$ cat src/rtl/cbi980_pkg.sv
// ---------------------------------------------------------------------------
// cbi980_pkg
// Shared definitions for the CBI980 AXI4-Lite blocks.
//   - AXI response codes (OKAY / EXOKAY / SLVERR / DECERR)
//   - Master FSM state encoding (3-bit constants plus a typed enum over them)
//   - Default AxPROT / AxCACHE values driven by the master
// No ports: package only.
// ---------------------------------------------------------------------------
package cbi980_pkg;

   // AXI response codes
   localparam logic [1:0] RESP_OKAY   = 2'b00;
   localparam logic [1:0] RESP_EXOKAY = 2'b01;
   localparam logic [1:0] RESP_SLVERR = 2'b10;
   localparam logic [1:0] RESP_DECERR = 2'b11;

   // Master state encoding
   localparam logic [2:0] ST_IDLE    = 3'd0;
   localparam logic [2:0] ST_WR_REQ  = 3'd1;
   localparam logic [2:0] ST_WR_RESP = 3'd2;
   localparam logic [2:0] ST_RD_REQ  = 3'd3;
   localparam logic [2:0] ST_RD_DATA = 3'd4;
   localparam logic [2:0] ST_RSP     = 3'd5;

   typedef enum logic [2:0] {
      IDLE    = ST_IDLE,
      WR_REQ  = ST_WR_REQ,
      WR_RESP = ST_WR_RESP,
      RD_REQ  = ST_RD_REQ,
      RD_DATA = ST_RD_DATA,
      RSP     = ST_RSP
   } master_state_e;

   // Unprivileged, secure, data access; non-bufferable, non-cacheable
   localparam logic [2:0] AXI_PROT_DEFAULT  = 3'b000;
   localparam logic [3:0] AXI_CACHE_DEFAULT = 4'b0000;

endpackage

$ cat src/rtl/cbi980_axil_master.sv
// ---------------------------------------------------------------------------
// cbi980_axil_master
// AXI4-Lite manager: turns one command at a time into a single AXI4-Lite
// read or write and hands back one response. No pipelining; exactly one
// transaction in flight.
//
// Ports
//   aclk, rst                  clock, synchronous active-high reset
//   cmd_valid/ready            command handshake
//   cmd_write/addr/wdata/wstrb command payload (wdata/wstrb unused on reads)
//   rsp_valid/ready            response handshake
//   rsp_write/rdata/resp       response payload (rdata is 0 for writes)
//   busy                       high whenever the FSM is not idle
//   aw*/w*/b*/ar*/r*           AXI4-Lite manager channels
// ---------------------------------------------------------------------------
module cbi980_axil_master
   import cbi980_pkg::*;
#(
   parameter  int ADDR_W = 32,
   parameter  int DATA_W = 32,
   localparam int STRB_W = DATA_W / 8
) (
   input  logic              aclk,
   input  logic              rst,

   input  logic              cmd_valid,
   output logic              cmd_ready,
   input  logic              cmd_write,
   input  logic [ADDR_W-1:0] cmd_addr,
   input  logic [DATA_W-1:0] cmd_wdata,
   input  logic [STRB_W-1:0] cmd_wstrb,

   output logic              rsp_valid,
   input  logic              rsp_ready,
   output logic              rsp_write,
   output logic [DATA_W-1:0] rsp_rdata,
   output logic [1:0]        rsp_resp,

   output logic              busy,

   output logic [ADDR_W-1:0] awaddr,
   output logic              awvalid,
   input  logic              awready,
   output logic [2:0]        awprot,
   output logic [3:0]        awcache,

   output logic [DATA_W-1:0] wdata,
   output logic [STRB_W-1:0] wstrb,
   output logic              wvalid,
   input  logic              wready,

   input  logic [1:0]        bresp,
   input  logic              bvalid,
   output logic              bready,

   output logic [ADDR_W-1:0] araddr,
   output logic              arvalid,
   input  logic              arready,
   output logic [2:0]        arprot,
   output logic [3:0]        arcache,

   input  logic [DATA_W-1:0] rdata,
   input  logic [1:0]        rresp,
   input  logic              rvalid,
   output logic              rready
);

   master_state_e     state_q, state_d;
   logic [ADDR_W-1:0] addr_q, addr_d;
   logic [DATA_W-1:0] wdata_q, wdata_d;
   logic [STRB_W-1:0] wstrb_q, wstrb_d;
   logic              write_q, write_d;
   logic              cmd_ready_q, cmd_ready_d;
   logic              awvalid_q, awvalid_d;
   logic              wvalid_q, wvalid_d;
   logic              aw_done_q, aw_done_d;
   logic              w_done_q, w_done_d;
   logic              bready_q, bready_d;
   logic              arvalid_q, arvalid_d;
   logic              rready_q, rready_d;
   logic              rsp_valid_q, rsp_valid_d;
   logic [DATA_W-1:0] rsp_rdata_q, rsp_rdata_d;
   logic [1:0]        rsp_resp_q, rsp_resp_d;

   logic              aw_hs;
   logic              w_hs;

   assign aw_hs = awvalid_q & awready;
   assign w_hs  = wvalid_q & wready;

   // Next-state and next-output logic. Every output is a flop, so each
   // state decides here what the bus will see on the following cycle.
   always_comb begin
      state_d     = state_q;
      addr_d      = addr_q;
      wdata_d     = wdata_q;
      wstrb_d     = wstrb_q;
      write_d     = write_q;
      cmd_ready_d = cmd_ready_q;
      awvalid_d   = awvalid_q;
      wvalid_d    = wvalid_q;
      aw_done_d   = aw_done_q;
      w_done_d    = w_done_q;
      bready_d    = bready_q;
      arvalid_d   = arvalid_q;
      rready_d    = rready_q;
      rsp_valid_d = rsp_valid_q;
      rsp_rdata_d = rsp_rdata_q;
      rsp_resp_d  = rsp_resp_q;

      case (state_q)
         IDLE: begin
            if (cmd_valid && cmd_ready_q) begin
               addr_d      = cmd_addr;
               wdata_d     = cmd_wdata;
               wstrb_d     = cmd_wstrb;
               write_d     = cmd_write;
               cmd_ready_d = 1'b0;
               if (cmd_write) begin
                  state_d   = WR_REQ;
                  awvalid_d = 1'b1;
                  wvalid_d  = 1'b1;
                  aw_done_d = 1'b0;
                  w_done_d  = 1'b0;
               end else begin
                  state_d   = RD_REQ;
                  arvalid_d = 1'b1;
               end
            end
         end

         WR_REQ: begin
            // AW and W complete independently; the done flags remember
            // which one already handshook so neither is offered twice.
            if (aw_hs) begin
               awvalid_d = 1'b0;
            end
            if (w_hs) begin
               wvalid_d = 1'b0;
            end
            aw_done_d = aw_done_q | aw_hs;
            w_done_d  = w_done_q | w_hs;
            if ((aw_done_q || aw_hs) && (w_done_q || w_hs)) begin
               state_d  = WR_RESP;
               bready_d = 1'b1;
            end
         end

         WR_RESP: begin
            if (bvalid && bready_q) begin
               rsp_resp_d  = bresp;
               rsp_rdata_d = '0;
               bready_d    = 1'b0;
               rsp_valid_d = 1'b1;
               state_d     = RSP;
            end
         end

         RD_REQ: begin
            if (arvalid_q && arready) begin
               arvalid_d = 1'b0;
               rready_d  = 1'b1;
               state_d   = RD_DATA;
            end
         end

         RD_DATA: begin
            if (rvalid && rready_q) begin
               rsp_rdata_d = rdata;
               rsp_resp_d  = rresp;
               rready_d    = 1'b0;
               rsp_valid_d = 1'b1;
               state_d     = RSP;
            end
         end

         RSP: begin
            // cmd_ready rises together with the return to IDLE, i.e. the
            // cycle after the response handshake.
            if (rsp_ready) begin
               rsp_valid_d = 1'b0;
               cmd_ready_d = 1'b1;
               state_d     = IDLE;
            end
         end

         default: begin
            state_d     = IDLE;
            cmd_ready_d = 1'b1;
            awvalid_d   = 1'b0;
            wvalid_d    = 1'b0;
            bready_d    = 1'b0;
            arvalid_d   = 1'b0;
            rready_d    = 1'b0;
            rsp_valid_d = 1'b0;
         end
      endcase
   end

   // State and output registers; reset returns to IDLE and drops any
   // in-flight response.
   always_ff @(posedge aclk) begin
      if (rst) begin
         state_q     <= IDLE;
         addr_q      <= '0;
         wdata_q     <= '0;
         wstrb_q     <= '0;
         write_q     <= 1'b0;
         cmd_ready_q <= 1'b1;
         awvalid_q   <= 1'b0;
         wvalid_q    <= 1'b0;
         aw_done_q   <= 1'b0;
         w_done_q    <= 1'b0;
         bready_q    <= 1'b0;
         arvalid_q   <= 1'b0;
         rready_q    <= 1'b0;
         rsp_valid_q <= 1'b0;
         rsp_rdata_q <= '0;
         rsp_resp_q  <= RESP_OKAY;
      end else begin
         state_q     <= state_d;
         addr_q      <= addr_d;
         wdata_q     <= wdata_d;
         wstrb_q     <= wstrb_d;
         write_q     <= write_d;
         cmd_ready_q <= cmd_ready_d;
         awvalid_q   <= awvalid_d;
         wvalid_q    <= wvalid_d;
         aw_done_q   <= aw_done_d;
         w_done_q    <= w_done_d;
         bready_q    <= bready_d;
         arvalid_q   <= arvalid_d;
         rready_q    <= rready_d;
         rsp_valid_q <= rsp_valid_d;
         rsp_rdata_q <= rsp_rdata_d;
         rsp_resp_q  <= rsp_resp_d;
      end
   end

   assign cmd_ready = cmd_ready_q;
   assign busy      = (state_q != IDLE);

   assign rsp_valid = rsp_valid_q;
   assign rsp_write = write_q;
   assign rsp_rdata = rsp_rdata_q;
   assign rsp_resp  = rsp_resp_q;

   assign awaddr    = addr_q;
   assign awvalid   = awvalid_q;
   assign awprot    = AXI_PROT_DEFAULT;
   assign awcache   = AXI_CACHE_DEFAULT;

   assign wdata     = wdata_q;
   assign wstrb     = wstrb_q;
   assign wvalid    = wvalid_q;

   assign bready    = bready_q;

   assign araddr    = addr_q;
   assign arvalid   = arvalid_q;
   assign arprot    = AXI_PROT_DEFAULT;
   assign arcache   = AXI_CACHE_DEFAULT;

   assign rready    = rready_q;

endmodule
$ cat config.mk
export PLATFORM = sky130hd
export DESIGN_NAME = cbi980_axil_master
export DESIGN_NICKNAME = d
export VERILOG_FILES = /design/src/rtl/cbi980_pkg.sv /design/src/rtl/cbi980_axil_master.sv
export SDC_FILE = /design/constraint.sdc
export NUM_CORES = 1
export LEC_CHECK = 0
export ABC_AREA = 1
export BUFFER_PORTS_ARGS = -buffer_cell sky130_fd_sc_hd__clkbuf_2
export CORE_ASPECT_RATIO = 0.7
export CORE_MARGIN = 2
export CORE_UTILIZATION = 46
export CTS_BUF_LIST = sky130_fd_sc_hd__clkbuf_4 sky130_fd_sc_hd__clkbuf_8
export DETAILED_ROUTE_END_ITERATION = 6
export PLACE_DENSITY = 0.82
export SETUP_SLACK_MARGIN = 0.5
export SYNTH_ARGS = -nofsm -noshare
export SYNTH_HDL_FRONTEND = slang
export SYNTH_SLANG_ARGS = --single-unit
$ cat constraint.sdc
create_clock -name aclk -period 1.8 [get_ports aclk]
set_clock_uncertainty 0.15 [all_clocks]
set_input_delay 0.18 -clock aclk [delete_from_list [all_inputs] [get_ports aclk]]
set_output_delay 0.18 -clock aclk [all_outputs]
set_load 0.03 [all_outputs]
==> flow_summary.ini, run 1 <==
[placement]
hpwl_um = 9913
dpl.cell_count = 1019
gp_congestion = 0.8878
port_buffers = 256

[clock_tree]
cts_buffers = 17
clock-root-buffer = clkbuf_8
h-tree-depth = 4
cts.sink_count = 115
clock_path_buffers = 2

[status]
status = aborted with a tool error
stop_stage = 5_1_grt
stop_error = [ERROR DPL-0038] Utilization greater than 100%, impossible to legalize

[sta]
grt-worst-endpoint = rsp_rdata[1]$_SDFFE_PP0P_/D
worst_endpoint_kind = sequential cell input

[floorplan]
std_cell_rows = 31
die_h_um = 91.70
boundaryPins = 271
initial_core_util = 0.4808
die_x_um = 129.3

[synth]
syn_avg_cell_area_um2 = 7.388
async_flop_share = 0
synthFlopType = dfxtp_1
synth_area_leader_cell = dfxtp_1
synth_top_family_by_area = simple AND/OR/NAND/NOR gates
synth_area_um2 = 5054
synthAdderAreaFrac = 0.004952
synthXorXnorAreaFrac = 0
synthCells = 684
yosysSeqAreaShare = 0.4556
synth_area_leaders = dfxtp_1 (46%), nand2_1 (11%), nand3_1 (11%), a21oi_1 (7.4%), buf_4 (7.1%)
synth_top_cell_area_share = 0.4556
synthSimpleGateAreaFrac = 0.2847
synthDistinctLibCells = 28
synth_edf_count = 0
synth.ff_latch_count = 115
muxShareOfSynthArea = 0
synth-compound-area-share = 0.1181
ys_warn_count = 0

[global_routing]
grt_max_degree = 47
[Yosys cell counts (2+ instances only)]
cell,instances
a21oi_1,75
nand3_1,109
o21ai_0,7
buf_4,48
dfxtp_1,115
nand2_2,3
buf_2,18
nor2_1,61
clkbuf_1,22
a31oi_1,2
nor2_4,2
inv_2,3
inv_1,18
o21ai_1,31
buf_6,6
nand2_1,151
ha_1,2
[kinds of logic after synthesis]
logic type      after synthesis
other cells                   1
flops                       115
buf+inv                     117
simple gates                332
compound gates              117
fa+ha+maj                     2
[stage by stage]
stage	setup TNS [ps]	hold WS [ps]	worst slack [ps]	instance area, um2	utilization
2_1_floorplan	0	173.1	238.4	5326	-
3_3_place_gp	0	275.0	52.34	6242	0.5939
3_5_place_dp	-0.2783	280.6	-0.2783	6242	0.5939
4_1_cts	0	-44.94	141.5	9968	0.9483
[timing repair]
action | in CTS
hold buffers | 104
resized for setup | 357
gates cloned | 28
pin swaps | 66
buffers inserted | 42
setup endpoints to repair | 258
endpoints found under the hold margin | 104
==> run 2, diff against run 1 <==
==> config.mk (replaced) <==
export PLATFORM = sky130hd
export DESIGN_NAME = cbi980_axil_master
export DESIGN_NICKNAME = d
export VERILOG_FILES = /design/src/rtl/cbi980_pkg.sv /design/src/rtl/cbi980_axil_master.sv
export SDC_FILE = /design/constraint.sdc
export NUM_CORES = 1
export LEC_CHECK = 0
export ABC_AREA = 1
export BUFFER_PORTS_ARGS = -buffer_cell sky130_fd_sc_hd__clkbuf_2
export CORE_MARGIN = 2
export CORE_UTILIZATION = 40
export DETAILED_ROUTE_END_ITERATION = 6
export PLACE_DENSITY_LB_ADDON = 0.15
export SYNTH_ARGS = -nofsm -noshare
export SYNTH_HDL_FRONTEND = slang
export SYNTH_SLANG_ARGS = --single-unit
==> run 2 against run 1 <==
  * The flow now finishes without violations
  * Synthesized area did not move
  * Synthesized cell count unchanged
==> flow_summary.ini, run 2 <==
[synth]
syn_avg_cell_area_um2 = 7.388
synth_edf_count = 0
yosysSeqAreaShare = 0.4556
synth_area_um2 = 5054
ys_warn_count = 0
synthDistinctLibCells = 28
yosysMostFrequentCell = nand2_1
synth_area_leaders = dfxtp_1 (46%), nand2_1 (11%), nand3_1 (11%), a21oi_1 (7.4%), buf_4 (7.1%)
synthFlopType = dfxtp_1
netlist_top_cells_count = nand2_1 (151), dfxtp_1 (115), nand3_1 (109)
synth_area_leader_cell = dfxtp_1
synthCells = 684
synth.ff_latch_count = 115
synth_top_cell_area_share = 0.4556
async_flop_share = 0

[final_layout]
final_cell_area_um2 = 7939
nets = 1121
diodes = 0
mostFrequentLayoutCell = clkbuf_2
drive_gt1_frac = 0.3153
nFillCells = 1062
seqCellArea_um2 = 2305
final_cell_mix = clkbuf_2 (255), nand2_1 (150), dfxtp_1 (113)
multiInputGateArea_um2 = 2116
area_growth_pct = 57.09

[pwr]
cellLeakagePower_nw = 3.757
power_density_nw_per_um2 = 1715
swShare = 0.4382
sequentialPowerShare = 0.273
p_int_w = 0.007650
combPwrFrac = 0.480
peakVddDrop_uv = 1227
netSwitchingPower_w = 0.005967
power_frac_clock = 0.247

[sta]
setup_slack_ps = 97.54
slew_violations = 0
setup_violations = 0
fin_crit_sh = 0.9458
fmaxAchievable_mhz = 587.4
min_period_ps = 1702
hold_viol_final = 0

[global_routing]
grt_max_degree = 71
grt_pass1_vias = 5182
antenna_found_initial = 0
grt_pass1_wl_um = 24580
track_usage = 0.2299
overflow = 0

[clock_tree]
clock-root-buffer = clkbuf_16
tritoncts = built
clk_pin_slew_ps = 50
cts.sink_count = 115
h-tree-depth = 4
clock_latency_ps = 410
clock_path_buffers = 2
cts_buffers = 17

[detailed_routing]
drc = 0
drt_pass1_iterations = 4
routed_wl_um = 16870
drtIter0Drc = 360
ant_nets = 0
viasPerCell = 4.844
via_count = 5764
wl_per_cell_um = 14.18

[placement]
port_buffers = 256
placed_cell_area_um2 = 6195
dp_slack_ps = 83.80
hpwl_um = 10290
gp_congestion = 0.8738

[floorplan]
initial_core_util = 0.4054
core_area_um2 = 12470
die_x_um = 116.4
std_cell_rows = 41
die-area_um2 = 13550
boundaryPins = 271
die_h_um = 116.4

[min_path]
min_path_cells = 4
min_to = w_done_q
hp-class = input port to flip-flop
hold_path.startpoint = cmd_write

[setup_path]
critPathMaxStageDelay_ps = 320
crit_top_cell = buf_12
crit_slowest_cell = dfxtp_1
regToRegStartpoint = state_q[1]
reg2reg_slack_ps = 100
r2r_end = rsp_rdata[18]
crit_path_start_kind = flip-flop
crit_type = flip-flop to flip-flop
critPathMaxFanout = 17
critical_path.endpoint_type = flip-flop
required_ps = 1940
cp_cell_sequence = buf_4, nor2_8, nand2_2, nand2_4, inv_2, nor2_4, buf_12, buf_12, nand2_1, o21ai_1, nor2_1
worstPathArrival_ps = 1840
r2r.worst_path.cells = 11

[status]
status = complete, no violations

[flow_run]
maxCapViolCount = 0
[run 2: power groups by stage]
stage          clock (W)  sequential, W  combinational (W)
2_1_floorplan          0        0.00496            0.00332
3_3_place_gp           0        0.00371            0.00592
3_5_place_dp           0        0.00372            0.00597
4_1_cts          0.00342        0.00369            0.00618
5_1_grt          0.00354        0.00380            0.00711
6_report         0.00337        0.00372            0.00653
[run 2: cell type report]
cell class	instances	share of cell area
inverter	22	0.01040
tap	172	0.02711
multi-input combinational	465	0.2665
sequential	115	0.2903
timing repair buffer	384	0.3307
clock buffer	29	0.06682
clock inverter	3	0.008195
[run 2: critical path: cells and delay by family (launching register included)]
kind / cells / cell delay [ps]
buffers and inverters: 4 / 510
flip-flops: 1 / 320
AO/OA/AOI/OAI: 1 / 90
AND/OR/NAND/NOR: 6 / 500
[run 2: cells by family (layout without fill, tap and decap cells)]
| group | Yosys count | after routing | share of synthesized area |
|---|---|---|---|
| simple gates | 332 | 332 | 0.2847 |
| buf+inv | 117 | 438 | 0.1359 |
| fa+ha+maj | 2 | 2 | 0.004951 |
| other cells | 1 | 14 | 0.0007420 |
| flops | 115 | 115 | 0.4556 |
| compound gates | 117 | 117 | 0.1181 |
[run 2: what timing repair did]
action	in CTS	in global routing
hold endpoints to repair	103	0
setup endpoints to repair	0	41
gates resized for setup	0	3
hold buffers	105	0
setup buffers	0	1
[run 2: worst max-delay path by stage]
stage,from,slack (ps),cells past startpoint,end
floorplan,state_q[1],160,8,aw_done_q
global placement,state_q[0],130,9,rsp_resp[1]
detailed placement,state_q[0],80,9,rsp_rdata[10]
CTS,state_q[0],40,4,busy
global route,state_q[1],-20,11,rsp_rdata[0]
finish,state_q[1],100,11,rsp_rdata[18]
[run 2: metrics by stage]
step | utilization | std cells | setup TNS (ps) | hold WS, ps | power, W
2_1_floorplan | - | 697 | 0 | 194.4 | 0.008287
3_3_place_gp | 0.4969 | 1048 | 0 | 283.8 | 0.009628
3_5_place_dp | 0.4969 | 1048 | 0 | 291.9 | 0.009696
4_1_cts | 0.6290 | 1185 | 0 | 3.019 | 0.01329
5_1_grt | 0.6369 | 1190 | -37.25 | 35.59 | 0.01445
6_report | 0.6369 | 1190 | 0 | 26.40 | 0.01362
[run 2: routing by layer]
metal  GRT usage  share of wire
met5           0              0
met4      0.1294          0.035
met3     0.06383          0.069
met2      0.3973           0.50
met1      0.2548           0.39
Power figures use the tool's default switching activity.
